`src/rtl/uart_csr_bank_if.sv`:
```
// Bus-side register access signals for uart_csr_bank.
// The master modport drives addresses and strobes. The slave modport returns the read data.
interface uart_csr_bank_if;
    logic [15:0] bus2ip_addr_i;
    logic [15:0] bus2ip_data_i;
    logic        bus2ip_rd_ce_i;
    logic        bus2ip_wr_ce_i;
    logic [15:0] ip2bus_data_o;

    modport master (
        output bus2ip_addr_i, bus2ip_data_i, bus2ip_rd_ce_i, bus2ip_wr_ce_i,
        input  ip2bus_data_o
    );

    modport slave (
        input  bus2ip_addr_i, bus2ip_data_i, bus2ip_rd_ce_i, bus2ip_wr_ce_i,
        output ip2bus_data_o
    );
endinterface

```
`src/rtl/uart_csr_bank.sv`:
```
// Multi-channel UART control/status register bank: baud, framing, FIFO reset pulse,
// optional sticky interrupts (enabled by defining UART_CSR_IRQ_EN).
module uart_csr_bank #(
    parameter logic [3:0]  BASEADDR      = 4'h0,
    parameter int          NUM_CH        = 2,
    parameter logic [15:0] BAUD_RESET    = 16'd68,
    parameter int          RST_PULSE_LEN = 2
) (
    input  logic                  bus2ip_clk,
    input  logic                  bus2ip_rst_n,
    uart_csr_bank_if.slave        bus,
    input  logic [NUM_CH-1:0]     rx_buffer_data_present_i,
    input  logic [NUM_CH-1:0]     rx_buffer_full_i,
    input  logic [NUM_CH-1:0]     rx_buffer_hfull_i,
    input  logic [NUM_CH-1:0]     rx_buffer_afull_i,
    input  logic [NUM_CH-1:0]     rx_buffer_aempty_i,
    input  logic [NUM_CH-1:0]     tx_buffer_full_i,
    input  logic [NUM_CH-1:0]     tx_buffer_hfull_i,
    input  logic [NUM_CH-1:0]     tx_buffer_afull_i,
    input  logic [NUM_CH-1:0]     tx_buffer_aempty_i,
    output logic [NUM_CH-1:0]     parity_en_o,
    output logic [NUM_CH-1:0]     msb_first_o,
    output logic [NUM_CH-1:0]     start_polarity_o,
    output logic [NUM_CH-1:0]     reset_buffer_o,
    output logic [16*NUM_CH-1:0]  baud_config_o,
    output logic [NUM_CH-1:0]     irq_o
);
    localparam logic [7:0] OFF_BAUD     = 8'h00;
    localparam logic [7:0] OFF_CTRL     = 8'h01;
    localparam logic [7:0] OFF_FIFO_RST = 8'h02;
    localparam logic [7:0] OFF_STATUS   = 8'h03;
    localparam logic [7:0] OFF_INT_EN   = 8'h04;
    localparam logic [7:0] OFF_INT_STAT = 8'h05;
    localparam logic [7:0] OFF_IRQ_SUM  = 8'h00;
    localparam logic [7:0] OFF_VERSION  = 8'h01;
`ifdef UART_CSR_IRQ_EN
    localparam logic [15:0] VERSION = 16'h0200;
`else
    localparam logic [15:0] VERSION = 16'h0201;
`endif

    logic                 blk_sel;
    logic                 wr_en;
    logic [3:0]           ch_sel;
    logic [7:0]           reg_off;
    logic [15:0]          wdata;
    logic [16*NUM_CH-1:0] status_vec;
    logic [5*NUM_CH-1:0]  int_en_vec;
    logic [5*NUM_CH-1:0]  int_stat_vec;

    assign blk_sel = (bus.bus2ip_addr_i[15:12] == BASEADDR);
    assign ch_sel  = bus.bus2ip_addr_i[11:8];
    assign reg_off = bus.bus2ip_addr_i[7:0];
    assign wdata   = bus.bus2ip_data_i;
    assign wr_en   = bus.bus2ip_wr_ce_i && blk_sel;

    for (genvar gi = 0; gi < NUM_CH; gi++) begin : g_ch
        logic [15:0] baud_reg;
        logic [2:0]  ctrl_reg;
        logic [3:0]  cnt_reg;
        logic        rst_buf_reg;
        logic        ch_wr;

        assign ch_wr = wr_en && (ch_sel == 4'(gi));

        // The pulse output is registered from cnt_reg, so the pulse starts one edge after the load.
        always_ff @(posedge bus2ip_clk or negedge bus2ip_rst_n) begin
            if (!bus2ip_rst_n) begin
                baud_reg    <= BAUD_RESET;
                ctrl_reg    <= 3'b000;
                cnt_reg     <= 4'd0;
                rst_buf_reg <= 1'b0;
            end else begin
                if (ch_wr && reg_off == OFF_BAUD) baud_reg <= wdata;
                if (ch_wr && reg_off == OFF_CTRL) ctrl_reg <= wdata[2:0];
                if (ch_wr && reg_off == OFF_FIFO_RST && wdata[0])
                    cnt_reg <= 4'(RST_PULSE_LEN);
                else if (cnt_reg != 4'd0)
                    cnt_reg <= cnt_reg - 4'd1;
                rst_buf_reg <= (cnt_reg != 4'd0);
            end
        end

        assign baud_config_o[16*gi +: 16] = baud_reg;
        assign parity_en_o[gi]      = ctrl_reg[2];
        assign msb_first_o[gi]      = ctrl_reg[1];
        assign start_polarity_o[gi] = ctrl_reg[0];
        assign reset_buffer_o[gi]   = rst_buf_reg;
        assign status_vec[16*gi +: 16] = {7'b0, rx_buffer_data_present_i[gi], rx_buffer_full_i[gi],
            rx_buffer_hfull_i[gi], rx_buffer_afull_i[gi], rx_buffer_aempty_i[gi], tx_buffer_full_i[gi],
            tx_buffer_hfull_i[gi], tx_buffer_afull_i[gi], tx_buffer_aempty_i[gi]};

`ifdef UART_CSR_IRQ_EN
        logic [4:0] int_en_reg;
        logic [4:0] int_stat_reg;
        logic [4:0] prev_reg;
        logic [4:0] src;
        logic [4:0] clr;
        logic       irq_reg;

        assign src = {tx_buffer_full_i[gi], tx_buffer_aempty_i[gi], rx_buffer_full_i[gi],
                      rx_buffer_hfull_i[gi], rx_buffer_data_present_i[gi]};

        always_comb begin
            clr = 5'b0;
            if (ch_wr && reg_off == OFF_INT_STAT)
                clr = wdata[4:0];
            else if (ch_wr && reg_off == OFF_FIFO_RST && wdata[1])
                clr = 5'b11111;
        end

        // Clear first, then OR in new rises, so a coincident set survives the clear.
        always_ff @(posedge bus2ip_clk or negedge bus2ip_rst_n) begin
            if (!bus2ip_rst_n) begin
                int_en_reg   <= 5'b0;
                int_stat_reg <= 5'b0;
                prev_reg     <= 5'b0;
                irq_reg      <= 1'b0;
            end else begin
                if (ch_wr && reg_off == OFF_INT_EN) int_en_reg <= wdata[4:0];
                int_stat_reg <= (int_stat_reg & ~clr) | (src & ~prev_reg);
                prev_reg     <= src;
                irq_reg      <= |(int_stat_reg & int_en_reg);
            end
        end

        assign int_en_vec[5*gi +: 5]   = int_en_reg;
        assign int_stat_vec[5*gi +: 5] = int_stat_reg;
        assign irq_o[gi]               = irq_reg;
`else
        assign int_en_vec[5*gi +: 5]   = 5'b0;
        assign int_stat_vec[5*gi +: 5] = 5'b0;
        assign irq_o[gi]               = 1'b0;
`endif
    end

    always_comb begin
        bus.ip2bus_data_o = 16'h0000;
        if (bus.bus2ip_rd_ce_i && blk_sel) begin
            if (ch_sel == 4'hF) begin
                case (reg_off)
`ifdef UART_CSR_IRQ_EN
                    OFF_IRQ_SUM: bus.ip2bus_data_o[NUM_CH-1:0] = irq_o;
`endif
                    OFF_VERSION: bus.ip2bus_data_o = VERSION;
                    default:     bus.ip2bus_data_o = 16'h0000;
                endcase
            end else begin
                for (int c = 0; c < NUM_CH; c++) begin
                    if (ch_sel == 4'(c)) begin
                        case (reg_off)
                            OFF_BAUD:     bus.ip2bus_data_o = baud_config_o[16*c +: 16];
                            OFF_CTRL:     bus.ip2bus_data_o = {13'b0, parity_en_o[c], msb_first_o[c], start_polarity_o[c]};
                            OFF_STATUS:   bus.ip2bus_data_o = status_vec[16*c +: 16];
                            OFF_INT_EN:   bus.ip2bus_data_o = {11'b0, int_en_vec[5*c +: 5]};
                            OFF_INT_STAT: bus.ip2bus_data_o = {11'b0, int_stat_vec[5*c +: 5]};
                            default:      bus.ip2bus_data_o = 16'h0000;
                        endcase
                    end
                end
            end
        end
    end
endmodule

```
`src/flat_wrapper.sv`:
```
// flat-port wrapper written by rule: the top's interface ports become plain ports
module uart_csr_bank_flat 
#(
    parameter logic [3:0]  BASEADDR      = 4'h0,
    parameter int          NUM_CH        = 2,
    parameter logic [15:0] BAUD_RESET    = 16'd68,
    parameter int          RST_PULSE_LEN = 2
)
  (bus2ip_clk, bus2ip_rst_n, rx_buffer_data_present_i, rx_buffer_full_i, rx_buffer_hfull_i, rx_buffer_afull_i, rx_buffer_aempty_i, tx_buffer_full_i, tx_buffer_hfull_i, tx_buffer_afull_i, tx_buffer_aempty_i, parity_en_o, msb_first_o, start_polarity_o, reset_buffer_o, baud_config_o, irq_o, bus_bus2ip_addr_i, bus_bus2ip_data_i, bus_bus2ip_rd_ce_i, bus_bus2ip_wr_ce_i, bus_ip2bus_data_o);
  uart_csr_bank_if bus_i ();
  input  logic bus2ip_clk;
  input  logic bus2ip_rst_n;
  input  logic [NUM_CH-1:0] rx_buffer_data_present_i;
  input  logic [NUM_CH-1:0] rx_buffer_full_i;
  input  logic [NUM_CH-1:0] rx_buffer_hfull_i;
  input  logic [NUM_CH-1:0] rx_buffer_afull_i;
  input  logic [NUM_CH-1:0] rx_buffer_aempty_i;
  input  logic [NUM_CH-1:0] tx_buffer_full_i;
  input  logic [NUM_CH-1:0] tx_buffer_hfull_i;
  input  logic [NUM_CH-1:0] tx_buffer_afull_i;
  input  logic [NUM_CH-1:0] tx_buffer_aempty_i;
  output logic [NUM_CH-1:0] parity_en_o;
  output logic [NUM_CH-1:0] msb_first_o;
  output logic [NUM_CH-1:0] start_polarity_o;
  output logic [NUM_CH-1:0] reset_buffer_o;
  output logic [16*NUM_CH-1:0] baud_config_o;
  output logic [NUM_CH-1:0] irq_o;
  input wire logic [$bits(bus_i.bus2ip_addr_i)-1:0] bus_bus2ip_addr_i;
  input wire logic [$bits(bus_i.bus2ip_data_i)-1:0] bus_bus2ip_data_i;
  input wire logic [$bits(bus_i.bus2ip_rd_ce_i)-1:0] bus_bus2ip_rd_ce_i;
  input wire logic [$bits(bus_i.bus2ip_wr_ce_i)-1:0] bus_bus2ip_wr_ce_i;
  output wire logic [$bits(bus_i.ip2bus_data_o)-1:0] bus_ip2bus_data_o;
  assign bus_i.bus2ip_addr_i = bus_bus2ip_addr_i;
  assign bus_i.bus2ip_data_i = bus_bus2ip_data_i;
  assign bus_i.bus2ip_rd_ce_i = bus_bus2ip_rd_ce_i;
  assign bus_i.bus2ip_wr_ce_i = bus_bus2ip_wr_ce_i;
  assign bus_ip2bus_data_o = bus_i.ip2bus_data_o;
  uart_csr_bank #(.BASEADDR(BASEADDR), .NUM_CH(NUM_CH), .BAUD_RESET(BAUD_RESET), .RST_PULSE_LEN(RST_PULSE_LEN)) u_core (.bus2ip_clk(bus2ip_clk), .bus2ip_rst_n(bus2ip_rst_n), .bus(bus_i), .rx_buffer_data_present_i(rx_buffer_data_present_i), .rx_buffer_full_i(rx_buffer_full_i), .rx_buffer_hfull_i(rx_buffer_hfull_i), .rx_buffer_afull_i(rx_buffer_afull_i), .rx_buffer_aempty_i(rx_buffer_aempty_i), .tx_buffer_full_i(tx_buffer_full_i), .tx_buffer_hfull_i(tx_buffer_hfull_i), .tx_buffer_afull_i(tx_buffer_afull_i), .tx_buffer_aempty_i(tx_buffer_aempty_i), .parity_en_o(parity_en_o), .msb_first_o(msb_first_o), .start_polarity_o(start_polarity_o), .reset_buffer_o(reset_buffer_o), .baud_config_o(baud_config_o), .irq_o(irq_o));
endmodule
```
`config.mk`:
```
export PLATFORM = sky130hd
export DESIGN_NAME = uart_csr_bank_flat
export DESIGN_NICKNAME = d
export VERILOG_FILES = /design/src/rtl/uart_csr_bank_if.sv /design/src/rtl/uart_csr_bank.sv /design/src/flat_wrapper.sv
export SDC_FILE = /design/constraint.sdc
export NUM_CORES = 1
export LEC_CHECK = 0
export ABC_CLOCK_PERIOD_IN_PS = 3200
export CORE_MARGIN = 2
export CORE_UTILIZATION = 43
export DETAILED_ROUTE_END_ITERATION = 10
export PLACE_DENSITY = 0.81
export SLEW_MARGIN = 20
export SYNTH_ARGS = -nofsm -noshare
export SYNTH_HDL_FRONTEND = slang
export SYNTH_SLANG_ARGS = --single-unit
export TNS_END_PERCENT = 1
```
`constraint.sdc`:
```
create_clock -name bus2ip_clk -period 3.2 [get_ports bus2ip_clk]
set_clock_uncertainty 0.1 [all_clocks]
set_input_delay 0.96 -clock bus2ip_clk [delete_from_list [all_inputs] [get_ports bus2ip_clk]]
set_output_delay 0.96 -clock bus2ip_clk [all_outputs]
set_load 0.01 [all_outputs]
```
# Yosys cells after proc, flatten, opt, wreduce, memory -nomap -nowiden
# Index checks and enable logic that the tools add are counted.
# Widths: inputs -> output; s select.
# totals
register_bits,48
rom_bits,0
mem_count,0
latchBits,0
in_bits,54
out_inout_bits,58
elab_cells,45
ram_bits,0
# classes
n_mux,11
n_lt_le_gt_ge,0
n_bitwise,0
n_eq_ne,5
n_reduce_logical,19
div_mod_pow,0
n_mul,0
n_addsub,2
shift,0
# ops
op,count
$pmux 16 s3,2
$mux 16,4
$eq 8x2->1 const B,2
$mux 4,4
$logic_and 1x1->1,12
$mux 10,1
$eq 8x1->1 const B,1
$logic_not 4->1,2
$logic_not 8->1,1
$reduce_bool 4->1,2
$sub 4x1->4 const B,2
$eq 4x1->1 const B,1
$eq 4x4->1 const B,1
$reduce_bool 2->1,2

# Depth between registers and ports, before layout
# logic_depth
ltp_word,6
depth_mapped,7

# Worst setup path before layout
# OpenSTA, ideal clock, no wires.
# synth_timing
kind,in2out
from,in bus_bus2ip_addr_i[1]
to,out bus_ip2bus_data_o[10]
slack_ps,-140
arrival_time_ps,2280
n_path_buf,2
required_ps,2140
path_stages,5
cell_sequence,clkbuf_1 nor2_1 buf_2 nand3_1 a211oi_1
# synth_between
elab_chain_cells,6
elab_cells_between_ends,9
classes_between,eq/ne (2); mux (6); reduce/logical (1)
# synth_lines
item,line_no,rtl
from (decl),flat_wrapper.sv:28,input wire logic [$bits(bus_i.bus2ip_addr_i)-1:0] bus_bus2ip_addr_i;
"$eq 8x2->1, or another cell as far along",uart_csr_bank.sv:151,case (reg_off)
$pmux 16 s3,uart_csr_bank.sv:151,
$mux 16,uart_csr_bank.sv:150,if (ch_sel == 4'(c)) begin
$mux 16 *,uart_csr_bank.sv:150,
$mux 16 *,uart_csr_bank.sv:140,if (ch_sel == 4'hF) begin
$mux 16 *,uart_csr_bank.sv:139,if (bus.bus2ip_rd_ce_i && blk_sel) begin
to (decl),flat_wrapper.sv:32,output wire logic [$bits(bus_i.ip2bus_data_o)-1:0] bus_ip2bus_data_o;
# Every way passes the cells marked *; elsewhere a longest branch is shown, timed or not.

# Final worst setup path
# layout_timing
from,in bus_bus2ip_addr_i[12]
to,out bus_ip2bus_data_o[11]
# layout_between
elab_chain_cells,3
# layout_lines
item,line_no,rtl
$logic_not 4->1,uart_csr_bank.sv:51,assign blk_sel = (bus.bus2ip_addr_i[15:12] == BASEADDR);
$logic_and 1x1->1,uart_csr_bank.sv:139,
$mux 16,uart_csr_bank.sv:139,
# Every way passes these cells.

==> summary.txt <==
Run status
  • Status: finished with violations
  • Failing checks: negative setup slack

Timing
  • Final setup viols: 12
  • Final worst setup slack: -0.103 ns
  • Transition at the pin with the smallest max-transition slack: roughly 0.61 ns
  • Final-report hold violation count: 0
  • RSZ-0062 raised after global routing: true
  • Ratio of final minimum period to clock period: 103%
  • Fin crit period: 3.30 ns
  • Max Freq: about 300 MHz
  • Relative slew margins: between 50% and 60%
  • Total count of max-transition violations in the final report: 0

Critical path
  • Category of cells accounting for the largest share of critical-path delay: simple AND/OR/NAND/NOR gates
  • Crit path from: bus_bus2ip_addr_i[12]
  • Worst path depth: 7
  • Highest net fanout along the worst path: 6
  • Max stage delay on crit path: approximately 0.30 ns
  • Type of the setup path with the least slack: primary input to output pin
  • Endpoint of the worst register-to-register path: u_core.g_ch[0].cnt_reg[1]
  • Most used cell, CP: sky130_fd_sc_hd__buf_6
  • CP max-delay cell: sky130_fd_sc_hd__nor4_4
  • CP arrival: around 2.2 ns
  • Worst flop-to-flop path startpoint: u_core.g_ch[0].cnt_reg[0]
  • Sequence of cells on the critical path: buf_6 -> nor4_4 -> and4_4 -> nand3_2 -> buf_6 -> a211oi_2 -> buf_2
  • Capture point of the critical path: bus_ip2bus_data_o[11]
  • Number of buffers and inverters on the critical path: 3
  • Register-to-register path setup slack: ~1.5 ns
  • Worst endpoint required time: 2.14 ns
  • R2R cell count: 5
  • Startpoint types: primary input
  • Critical Path Sink Type: output pin

Global routing
  • Global Route Usage Sum: around 23%
  • GR Layer Usage met2: a little under two fifths
  • Global route overflow: 0
  • Maximum number of pins on one net before global-route repair: 49
  • Via count of the first global-routing pass: 2,414
  • Global route hottest layer: met2
  • First-pass GRT wire length: between 10,000 and 15,000 microns
  • Met1 Track Usage GR: between 20 and 30%
  • Met3 routing resource usage after global routing: 5.11%
  • Number of antenna violations at the first check in global routing: 0

Pwr
  • Static leakage power: about 0.0018 uW
  • Post-layout power: about 1500 uW
  • Power per Cell Area: 358 mW/mm^2
  • Worst-case vdd ir drop: around 240 uV

Cells and area
  • Flip-flop count of the largest register after layout: 32
  • Fraction of layout cells with a size suffix above 1: between 40% and 50%
  • Post-route core utilization: 68.8%
  • Count of antenna diodes in the layout: 0
  • Area growth from synthesis to final layout: 54.2%
  • Post-route design area: just over 0.004 sq mm
  • Layout Nets: 405

Placed design
  • RD Place Congestion: around 0.85
  • Detailed-placement wirelength estimate: approximately 5300 microns
  • Placed instance area: 0.00394 sq mm
  • Worst slack, placed: -0.911 ns
  • Count of input and output buffers: about 110

Route
  • Drt total wl: approximately 7400 microns
  • Routed wirelength normalized by instance count: around 18 microns
  • Drt via density: around 5.4
  • Drt drc: 0
  • Post-detailed-route count of antenna-violating nets: 0
  • Number of vias after detailed routing: about 2,300
  • Drt first pass iters: 4
  • First-iteration detailed-routing DRC count: around 100

CTS
  • TritonCTS clock tree: built
  • CTS H-tree lvls: 2
  • Inserted Clock Buffers: 5
  • Worst-path clk slew: ~0.080 ns
  • Number of clock sinks: 48
  • Longest Clk Path Bufs: 2
  • Buffer cell driving the clock tree root: sky130_fd_sc_hd__clkbuf_8
  • Later-pin clock latency in the skew report: around 0.3 ns

Floorplanning
  • Chip Height: about 82 microns
  • Number of top-level pins: 112
  • Core region area: 0.00592 sq mm
  • Die area: ~0.0068 sq mm
  • Die span in x: 82.4 microns
  • Standard-cell rows: 28
  • Effective utilization at floorplan: 44.6%

Yosys
  • Compound-Gate Fraction of Synth Area: between 10% and 20%
  • Xor and xnor area share after synthesis: about 1.3%
  • Multiplexer area fraction after synthesis: between 20 and 25%
  • Sequential fraction of the synthesis area: roughly 46%
  • Post-synthesis share of cell area spent on and, or, nand and nor gates: around 13%
  • Portion of synthesized cell area occupied by the leading cell type: a little over two fifths
  • Synth warn: 0
  • Cell type with the largest total area after synthesis: sky130_fd_sc_hd__dfrtp_1
  • Adder-cell area share of the yosys netlist: approximately 1.9%
  • Main combinational cell family by area after synthesis: multiplexers
  • Synthesized instance count: between 200 and 250
  • Post-Syn Area per Cell: around 12 sq um
  • Cell Area, Synth: about 0.0026 sq mm
  • Post-synth cell types: 37
  • Top cells by area, synth: sky130_fd_sc_hd__dfrtp_1 (42%), sky130_fd_sc_hd__mux2_4 (11%), sky130_fd_sc_hd__mux2_2 (9.8%), sky130_fd_sc_hd__dfstp_2 (4.0%), sky130_fd_sc_hd__a211oi_1 (3.7%)
  • Post-synthesis register bit count: 48

Run
  • # Max-Cap Violations: 0

Hold path
  • Hold Crit Class: register to register
layout make-up:
| cell class | count | area, sq um |
|---|---|---|
| clock buffers | 7 | 76.3 |
| clock inverters | 1 | 5.00 |
| fillers | 462 | 1850 |
| inverters | 5 | 18.8 |
| multi-input cells | 148 | 1450 |
| flip-flops and latches | 48 | 1210 |
| well taps | 75 | 93.8 |
| repair buffers | 139 | 1220 |
worst min-delay path by stage:
stage                                           start                          end  slack, ns  cells past startpoint
after CTS                  u_core.g_ch[1].ctrl_reg[1]   u_core.g_ch[1].ctrl_reg[1]       0.44                      1
final                      u_core.g_ch[1].ctrl_reg[1]   u_core.g_ch[1].ctrl_reg[1]       0.44                      1
after detailed placement  u_core.g_ch[1].baud_reg[12]  u_core.g_ch[1].baud_reg[12]       0.42                      1
after global routing       u_core.g_ch[1].ctrl_reg[1]   u_core.g_ch[1].ctrl_reg[1]       0.46                      1
after global placement      u_core.g_ch[0].cnt_reg[1]    u_core.g_ch[0].cnt_reg[1]       0.39                      1
after floorplan             u_core.g_ch[0].cnt_reg[1]    u_core.g_ch[0].cnt_reg[1]       0.37                      1
placed cells by master (no fill, tap or decap), drive strengths merged, types with 3 or more instances in the layout:
master         count
nor2              19
nand2              4
clkdlybuf4s50     75
a21oi              4
nand2b             4
buf               53
mux2              43
dfstp              4
inv                5
dfrtp             44
xnor2              3
nor4               4
a211oi            13
clkdlybuf4s15      7
a221oi             9
or3                3
clkbuf            10
ha                 4
nor3              10
a22oi              9
synth_stat cells, drive strengths merged:
master	instances
mux2	43
a211oi	13
o21ai	1
mux2i	2
nor3b	1
or3b	1
nand3b	1
clkbuf	8
a221oi	9
nand3	2
conb	1
nor3	10
nand2	4
xor2	1
dfrtp	44
nor4	4
o32ai	1
nand4	2
and2	1
a211o	1
a21oi	4
and4	2
ha	4
inv	5
dfstp	4
a22oi	9
a21o	1
nand2b	4
xnor2	3
buf	8
nor2	19
or3	3
layer usage:
metal,wire [microns],up-vias
met5,0,-
met4,121,0
met3,441,13
met2,3690,81
met1,3190,1132
li1,-,1057
through the flow:
step                hold WS, ns  TNS [ns]  instances
global placement          0.393    -13.34        413
detailed placement        0.421    -13.61        413
CTS                       0.444    -0.756        422
global route              0.460     -1.63        423
floorplan                 0.375    -0.197        217
finish                    0.438    -0.673        423
where the power goes:
group | switching [uW] | internal [uW] | total (uW)
Clock | 199 | 154 | 353
Sequential | 39.1 | 670 | 710
Combinational | 195 | 203 | 398
what timing repair did:
item                       CTS  global route
resized for setup          136            11
pin swaps                   11             9
setup endpoints to repair   16            16
hold buffers                 0             0
buffers inserted             1             1
cells by family after synthesis:
logic type               after synthesis
adder cells (fa/ha/maj)                4
other                                  1
XOR/XNOR                               4
flip-flops                            48
multiplexers                          45
AO/OA/AOI/OAI                         39
AND/OR/NAND/NOR                       54
buffers and inverters                 21
Note: power is estimated with default switching activity, not from simulation.
